## src/rtl/uart_pkg.sv

```systemverilog
// Shared UART definitions: receive FSM state encoding and default frame
// geometry used as parameter defaults by the receive controller.
package uart_pkg;

  localparam int UART_OVERSAMPLE = 16;
  localparam int UART_DATA_BITS  = 8;

  typedef enum logic [2:0] {
    IDLE   = 3'd0,
    START  = 3'd1,
    DATA   = 3'd2,
    PARITY = 3'd3,
    STOP   = 3'd4
  } rx_state_e;

endpackage

```

## src/rtl/uart_rx_sync.sv

```systemverilog
// Two-flop synchronizer for the raw serial line plus a falling-edge
// detector on the synchronized value. All flops reset high (idle line) so
// leaving reset never looks like a start bit.
module uart_rx_sync (
  input  logic clk,
  input  logic reset,
  input  logic i_rxd,
  output logic o_rxd_s,
  output logic o_fall
);

  logic r_meta;
  logic r_sync;
  logic r_prev;

  // Synchronize the line and keep one delayed copy for edge detection.
  always_ff @(posedge clk) begin
    if (!reset) begin
      r_meta <= 1'b1;
      r_sync <= 1'b1;
      r_prev <= 1'b1;
    end else begin
      r_meta <= i_rxd;
      r_sync <= r_meta;
      r_prev <= r_sync;
    end
  end

  assign o_rxd_s = r_sync;
  assign o_fall  = r_prev & ~r_sync;

endmodule

```

## src/rtl/uart_rx_ctrl.sv

```systemverilog
// UART receive sequencer. Finds the start bit on the oversampled line,
// samples each data bit at mid-bit and strobes it into the external
// shift register, then checks the stop bit and reports frame completion.
// Optional feature macro: UART_RX_PARITY_EN adds an even-parity bit after
// the data bits and the o_parity_err output.
//
// state  | meaning
// IDLE   | waiting for a falling edge on the synchronized line (needs arm)
// START  | counting to mid start bit to reject glitches
// DATA   | sampling DATA_BITS data bits, one shift strobe each
// PARITY | sampling the parity bit (UART_RX_PARITY_EN only)
// STOP   | sampling the stop bit, then rx_done
module uart_rx_ctrl
  import uart_pkg::*;
#(
  parameter int OVERSAMPLE = UART_OVERSAMPLE,
  parameter int DATA_BITS  = UART_DATA_BITS
) (
  input  logic clk,
  input  logic reset,
  input  logic i_baud_tick,
  input  logic i_rxd,
  output logic o_shift,
  output logic o_rx_bit,
  output logic o_rx_done,
  output logic o_frame_err,
`ifdef UART_RX_PARITY_EN
  output logic o_parity_err,
`endif
  output logic o_busy
);

  localparam int TW = $clog2(OVERSAMPLE);
  localparam int BW = $clog2(DATA_BITS + 1);

  localparam logic [TW-1:0] TC_HALF = TW'(OVERSAMPLE / 2 - 1);
  localparam logic [TW-1:0] TC_FULL = TW'(OVERSAMPLE - 1);
  localparam logic [BW-1:0] BC_LAST = BW'(DATA_BITS - 1);

  logic w_rxd_s;
  logic w_fall;

  rx_state_e       r_state;
  logic [TW-1:0]   r_tcnt;
  logic [BW-1:0]   r_bcnt;
  logic            r_arm;
`ifdef UART_RX_PARITY_EN
  logic            r_par;
`endif

  uart_rx_sync u_sync (
    .clk     (clk),
    .reset   (reset),
    .i_rxd   (i_rxd),
    .o_rxd_s (w_rxd_s),
    .o_fall  (w_fall)
  );

  // Frame sequencer; every output is registered here and the strobes
  // default low so they last exactly one cycle.
  always_ff @(posedge clk) begin
    if (!reset) begin
      r_state     <= IDLE;
      r_tcnt      <= '0;
      r_bcnt      <= '0;
      r_arm       <= 1'b1;
      o_shift     <= 1'b0;
      o_rx_bit    <= 1'b1;
      o_rx_done   <= 1'b0;
      o_frame_err <= 1'b0;
      o_busy      <= 1'b0;
`ifdef UART_RX_PARITY_EN
      r_par        <= 1'b0;
      o_parity_err <= 1'b0;
`endif
    end else begin
      o_shift   <= 1'b0;
      o_rx_done <= 1'b0;
      case (r_state)
        IDLE: begin
          // A break leaves the receiver disarmed until the line returns high.
          if (w_rxd_s) r_arm <= 1'b1;
          if (w_fall && r_arm) begin
            r_state <= START;
            r_tcnt  <= '0;
            o_busy  <= 1'b1;
          end
        end
        START: begin
          if (i_baud_tick) begin
            if (r_tcnt == TC_HALF) begin
              r_tcnt <= '0;
              if (!w_rxd_s) begin
                r_state <= DATA;
                r_bcnt  <= '0;
`ifdef UART_RX_PARITY_EN
                r_par   <= 1'b0;
`endif
              end else begin
                r_state <= IDLE;
                o_busy  <= 1'b0;
              end
            end else begin
              r_tcnt <= r_tcnt + 1'b1;
            end
          end
        end
        DATA: begin
          if (i_baud_tick) begin
            if (r_tcnt == TC_FULL) begin
              r_tcnt   <= '0;
              o_shift  <= 1'b1;
              o_rx_bit <= w_rxd_s;
              r_bcnt   <= r_bcnt + 1'b1;
`ifdef UART_RX_PARITY_EN
              r_par    <= r_par ^ w_rxd_s;
              if (r_bcnt == BC_LAST) r_state <= PARITY;
`else
              if (r_bcnt == BC_LAST) r_state <= STOP;
`endif
            end else begin
              r_tcnt <= r_tcnt + 1'b1;
            end
          end
        end
`ifdef UART_RX_PARITY_EN
        PARITY: begin
          if (i_baud_tick) begin
            if (r_tcnt == TC_FULL) begin
              r_tcnt  <= '0;
              r_par   <= r_par ^ w_rxd_s;
              r_state <= STOP;
            end else begin
              r_tcnt <= r_tcnt + 1'b1;
            end
          end
        end
`endif
        STOP: begin
          if (i_baud_tick) begin
            if (r_tcnt == TC_FULL) begin
              r_tcnt      <= '0;
              o_rx_done   <= 1'b1;
              o_frame_err <= ~w_rxd_s;
              r_arm       <= w_rxd_s;
              r_state     <= IDLE;
              o_busy      <= 1'b0;
`ifdef UART_RX_PARITY_EN
              o_parity_err <= r_par;
`endif
            end else begin
              r_tcnt <= r_tcnt + 1'b1;
            end
          end
        end
        default: begin
          r_state <= IDLE;
          o_busy  <= 1'b0;
        end
      endcase
    end
  end

endmodule

```

## config.mk

```make
export PLATFORM = sky130hd
export DESIGN_NAME = uart_rx_ctrl
export DESIGN_NICKNAME = d
export VERILOG_FILES = /design/src/rtl/uart_pkg.sv /design/src/rtl/uart_rx_sync.sv /design/src/rtl/uart_rx_ctrl.sv
export SDC_FILE = /design/constraint.sdc
export NUM_CORES = 1
export LEC_CHECK = 0
export ABC_AREA = 1
export CAP_MARGIN = 30
export CORE_MARGIN = 2
export CORE_UTILIZATION = 55
export CTS_CLUSTER_DIAMETER = 100
export DETAILED_ROUTE_END_ITERATION = 10
export HOLD_SLACK_MARGIN = 0.1
export PLACE_DENSITY = 0.73
export SLEW_MARGIN = 20
export SYNTH_ARGS = -nofsm -noshare
export SYNTH_HDL_FRONTEND = slang
export SYNTH_SLANG_ARGS = --single-unit
```

## constraint.sdc

```tcl
create_clock -name clk -period 1.8 [get_ports clk]
set_clock_uncertainty 0.1 [all_clocks]
set_input_delay 0.27 -clock clk [delete_from_list [all_inputs] [get_ports clk]]
set_output_delay 0.27 -clock clk [all_outputs]
set_load 0.01 [all_outputs]
```

=== After elaboration in Yosys (flattened, before gate mapping) ===
Index checks and enable logic that the tools add are counted.

* Bitwise logic cells: 3
* $lt $le $gt $ge: 0
* Divide/modulo/power cells: 0
* Mux-type cells: 35
* $mul: 0
* Reduce and logical (&&, ||, !) cells: 15
* Eq/ne operators: 18
* Shifts and indexed selects: 0
* Add/sub/neg operators: 2

{| class="wikitable"
|+ Operators by type and width
! operator !! number
|-
| two-way mux 4 bit || 10
|-
| two-way mux 3 bit || 8
|-
| != test 2 bit, second input constant || 9
|-
| case mux 3 bit (4 select lines) || 1
|-
| case mux 4 bit (3 select lines) || 1
|-
| two-way mux 1 bit || 11
|-
| adder 4 x 1 -> 4 bit, second input constant || 2
|-
| == test 4 x 3 -> 1 bit, second input constant || 2
|-
| case mux 4 bit (2 select lines) || 1
|-
| AND reduction 4 bit || 2
|-
| AND reduction 8 bit || 1
|-
| AND reduction 7 bit || 1
|-
| != test 2 x 1 -> 1 bit, second input constant || 3
|-
| AND reduction 3 bit || 2
|-
| AND reduction 6 bit || 1
|-
| == test 4 bit, second input constant || 1
|-
| case mux 1 bit (4 select lines) || 1
|-
| AND reduction 2 bit || 2
|-
| nonzero test 2 bit || 2
|-
| == test 3 x 1 -> 1 bit, second input constant || 1
|-
| == test 3 x 2 -> 1 bit, second input constant || 1
|-
| == test 3 bit, second input constant || 1
|-
| zero test 3 bit || 1
|-
| nonzero test 3 bit || 1
|-
| other kinds (6) || 7
|}

* Register bits after elaboration: 20
* Bits in latches: 0
* Bits of input ports: 4
* ROM bits: 0
* Output and inout port bits: 5
* Bits in writable memories: 0
* Memories: 0

=== Depth between registers and ports, before layout ===
* Depth in word-level cells: 5
* Depth in mapped cells: 10

=== Cells and area by module ===
Synthesis repeated with hierarchy kept, for this count alone.

* Cell total of the unflattened synthesis: 173
* Area, all modules: 1123.6 um2

{| class="wikitable"
|+ By module, submodules not included
! module !! seq. area each (um2) !! area each (um2) !! cells each !! instances
|-
| uart_rx_ctrl || 340.3 || 1033.5 || 162 || 1
|-
| uart_rx_sync || 60.1 || 90.1 || 11 || 1
|}

=== Worst setup path before layout ===
No wires, ideal clock.

* Path type: register to register
* Start: register r_tcnt[0]
* End: register r_bcnt[1]
* Cell stages (with the launch flop): 9
* Required time: 1.587 ns
* Arrival time: 1.219 ns
* Period minus slack after synthesis: 1.432 ns
* Setup slack: 0.368 ns
* Path through: dfxtp_1 ha_1 nand3_2 nor2_2 nand2_2 nand2_2 nand2_4 o21ai_1 nor2_1

* Cells in the longest elaborated chain, start to end: 3

{| class="wikitable"
|+ RTL lines
! item !! line !! source
|-
| from (decl) || uart_rx_ctrl.sv:44 || <nowiki>logic [TW-1:0] r_tcnt;</nowiki>
|-
| from (signal assigned) || uart_rx_ctrl.sv:104 || <nowiki>r_tcnt <= r_tcnt + 1'b1;</nowiki>
|-
| from (signal assigned) || uart_rx_ctrl.sv:122 || <nowiki>r_tcnt <= r_tcnt + 1'b1;</nowiki>
|-
| from (signal assigned) || uart_rx_ctrl.sv:152 || <nowiki>r_tcnt <= r_tcnt + 1'b1;</nowiki>
|-
| == test 4 bit or == test 4 x 3 -> 1 bit (tied branches) || uart_rx_ctrl.sv:110, uart_rx_ctrl.sv:91 ||
|-
| != test 2 bit (no source line) || - ||
|-
| AND reduction 6 bit (no source line) * || - ||
|-
| to (signal assigned) || uart_rx_ctrl.sv:114 || <nowiki>r_bcnt <= r_bcnt + 1'b1;</nowiki>
|-
| to (decl) || uart_rx_ctrl.sv:45 || <nowiki>logic [BW-1:0] r_bcnt;</nowiki>
|}

Mark *: on every way between the ends. The rest lies on a longest branch, timed or not.
A chain may end at the register's enable or synchronous reset.

=== Worst setup path after layout ===
Same ends and word-level chain as after synthesis.

==> results_dict.tcl <==
set metrics [dict create \
    clk_latency_ps 290 \
    synth.largest_area_cell "dfxtp_1" \
    fin_ws_ps 165 \
    crit_path_end_kind "register" \
    hold_violations 0 \
    setup.worst_path.end "r_bcnt[1]" \
    final.min_clock_period_ps 1630 \
    place_inst 194 \
    drtAntennaViolNets 0 \
    start_kind "register" \
    cp.arrival_ps 1770 \
    netlist_instances 158 \
    cts_tree "yes" \
    grt_pass1_wl_um 3770 \
    synth_area_leaders "dfxtp_1 (37%), nand2_1 (15%), nor2_1 (6.9%)" \
    ios 9 \
    required_ps 1940 \
    grt_pass1_vias 929 \
    cts_root_buffer "clkbuf_4" \
    numPortBuffers 8 \
    peakVddDrop_v 0.000676 \
    fin_nets 178 \
    outcome "complete, no violations" \
    grt.total_usage 0.203 \
    die_area_um2 2360 \
    cts_buffers 3 \
    worstMarginPinSlew_ps 282 \
    vias 1003 \
    ys_types 26 \
    grt_max_degree 11 \
    syn_avg_cell_area_um2 6.91 \
    path_cells "ha_1 > nand3_2 > nor2_2 > nand2_2 > nand2_2 > nand2_4 > nand2_1 > o21ai_1 > nor2_1" \
    yosysMostFrequentCell "nand2_1" \
    period_share 0.908 \
    max_freq_mhz 612 \
    drv_cap 0 \
    crit_top_cell "nand2_2" \
    use_met3 0.0401 \
    detail_route.wl_per_cell_um 11.1 \
    cp_slowest_stage_delay_ps 390 \
    yosysSeqAreaShare 0.367 \
    busiest_layer "met2" \
    synth_top_area_share 0.367 \
    use_met2 0.340 \
    drive_gt1_frac 0.159 \
    fp.dieW_um 48.6 \
    cp-startpoint "r_tcnt[0]" \
    cts_buffer_depth 2 \
    hold_buffers 0 \
    post_cts_buffers 0 \
    rows 16 \
    overflow 0 \
    gp_congestion 0.947 \
    reg2reg_depth 9 \
    fin_util 0.645 \
    rrSetupSlack_ps 170 \
    met1_usage 0.251 \
    setup_violations 0 \
    synth_edf_count 0 \
    rsz0062_at_grt "no" \
    ys_ff_latch 20 \
    crit_slowest_cell "dfxtp_1" \
    relSlewSlack 0.812 \
    r2r_start "r_tcnt[0]" \
    p_leak_nw 0.576 \
    synth_common_cells "nand2_1 (45), dfxtp_1 (20), nor2_1 (20)" \
    crit_type "reg2reg" \
    coreArea_um2 1920 \
    layout-area-overhead-vs-synth_pct 13.5 \
    p_per_area_nw_per_um2 1180 \
    drtPass1Iterations 4 \
    yosys_warnings 0 \
    avgViaCountPerCell 5.09 \
    slew_viol_final 0 \
    cts_max_level 1 \
    syn_nets 164 \
    insertedDiodeCount 0 \
    antenna_found_initial 0 \
    critPathMaxFanout 6 \
    synthFlopType "dfxtp_1" \
    start_util 0.568 \
    path_clk_slew_ps 100 \
    netlist_area_um2 1090 \
    hpwlAfterDp_um 1760 \
    wirelength_um 2200 \
    drcViolationCount 0 \
    min_path_type "reg2reg" \
    clock_sinks 20 \
    fin_setup_tns_ps 0 \
    hold_ws_ps 327 \
    die_height_um 48.6 \
    drt_iter0_markers 15 \
    pre_cts_slack_ps 95.7 \
    postCtsResizedCells 0 \
    async_reset_ff_frac 0 \
    instances_no_fill 197 \
    reg2reg_to "r_bcnt[1]" \
]
-- layout by cell type, fill, tap and decap left out --
cell	n
a21oi_1	9
a21oi_2	1
buf_4	2
clkbuf_4	3
clkdlybuf4s50_1	8
clkinv_1	1
dfxtp_1	20
ha_1	2
inv_1	12
inv_2	4
maj3_1	1
nand2_1	45
nand2_2	5
nand2_4	1
nand3_1	13
nand3_2	4
nand3_4	1
nand3b_1	1
nand4_1	1
nor2_1	20
nor2_2	3
nor2_4	1
o211ai_1	1
o21ai_0	3
o21ai_1	1
o31ai_1	1
or2_2	2
xor2_1	4
-- area by class of cell --
type	instances	area, um^2
Clock buffer	3	22.5
Sequential cell	20	400
Inverter	17	63.8
Tap cell	27	33.8
Fill cell	192	682
Multi-Input combinational cell	120	624
Timing Repair Buffer	10	95.1
-- sequential cells by signal, summed over array words and instances, names as in the netlist --
| name | flops |
|---|---|
| o_busy | 1 |
| o_frame_err | 1 |
| o_rx_bit | 1 |
| o_rx_done | 1 |
| o_shift | 1 |
| r_arm | 1 |
| r_bcnt | 4 |
| r_state | 3 |
| r_tcnt | 4 |
| u_sync.o_rxd_s | 1 |
| u_sync.r_meta | 1 |
| u_sync.r_prev | 1 |
-- per-layer routing --
layer	part of all wire	vias to the layer above	routed length, um
li1	-	526	-
met1	0.48	449	1060
met2	0.45	21	990
met3	0.042	7	92
met4	0.023	0	50
met5	0	-	0
-- worst max-delay path, delay by kind of cell (launching register included) --
kind,cells,cell delay (ps)
flops,1,390
compound gates,1,50
simple gates,7,790
fa+ha+maj,1,240
-- cells by family (layout without fill, tap and decap cells) --
| family | Yosys count | after routing | share of synthesized area |
|---|---|---|---|
| buffers and inverters | 18 | 30 | 0.0618 |
| DFF | 20 | 20 | 0.367 |
| AOI/OAI and AO/OA | 16 | 16 | 0.0813 |
| adders and majority gates | 3 | 3 | 0.0321 |
| xor gates and xnor gates | 4 | 4 | 0.0321 |
| and+or+nand+nor | 97 | 97 | 0.426 |
-- how the worst min path moves through the flow --
stage | from | to | cells after the start
after floorplan | i_rxd | u_sync.r_meta | 1
after global placement | u_sync.r_meta | u_sync.o_rxd_s | 1
after detailed placement | u_sync.r_meta | u_sync.o_rxd_s | 1
after CTS | u_sync.r_meta | u_sync.o_rxd_s | 1
after global routing | u_sync.r_meta | u_sync.o_rxd_s | 1
final | u_sync.r_meta | u_sync.o_rxd_s | 1
-- power breakdown --
group	internal (mW)	leakage, nW	switching [mW]
registers	0.503	0.163	0.0706
logic	0.258	0.399	0.433
clock network	0.0780	0.0138	0.126
-- stage by stage --
step | instance area [um^2] | power, mW
after floorplan | 1090 | 1.13
after global placement | 1220 | 1.26
after detailed placement | 1220 | 1.27
after CTS | 1240 | 1.48
after global routing | 1240 | 1.60
final | 1240 | 1.47
(Power assumes the default switching activity.)
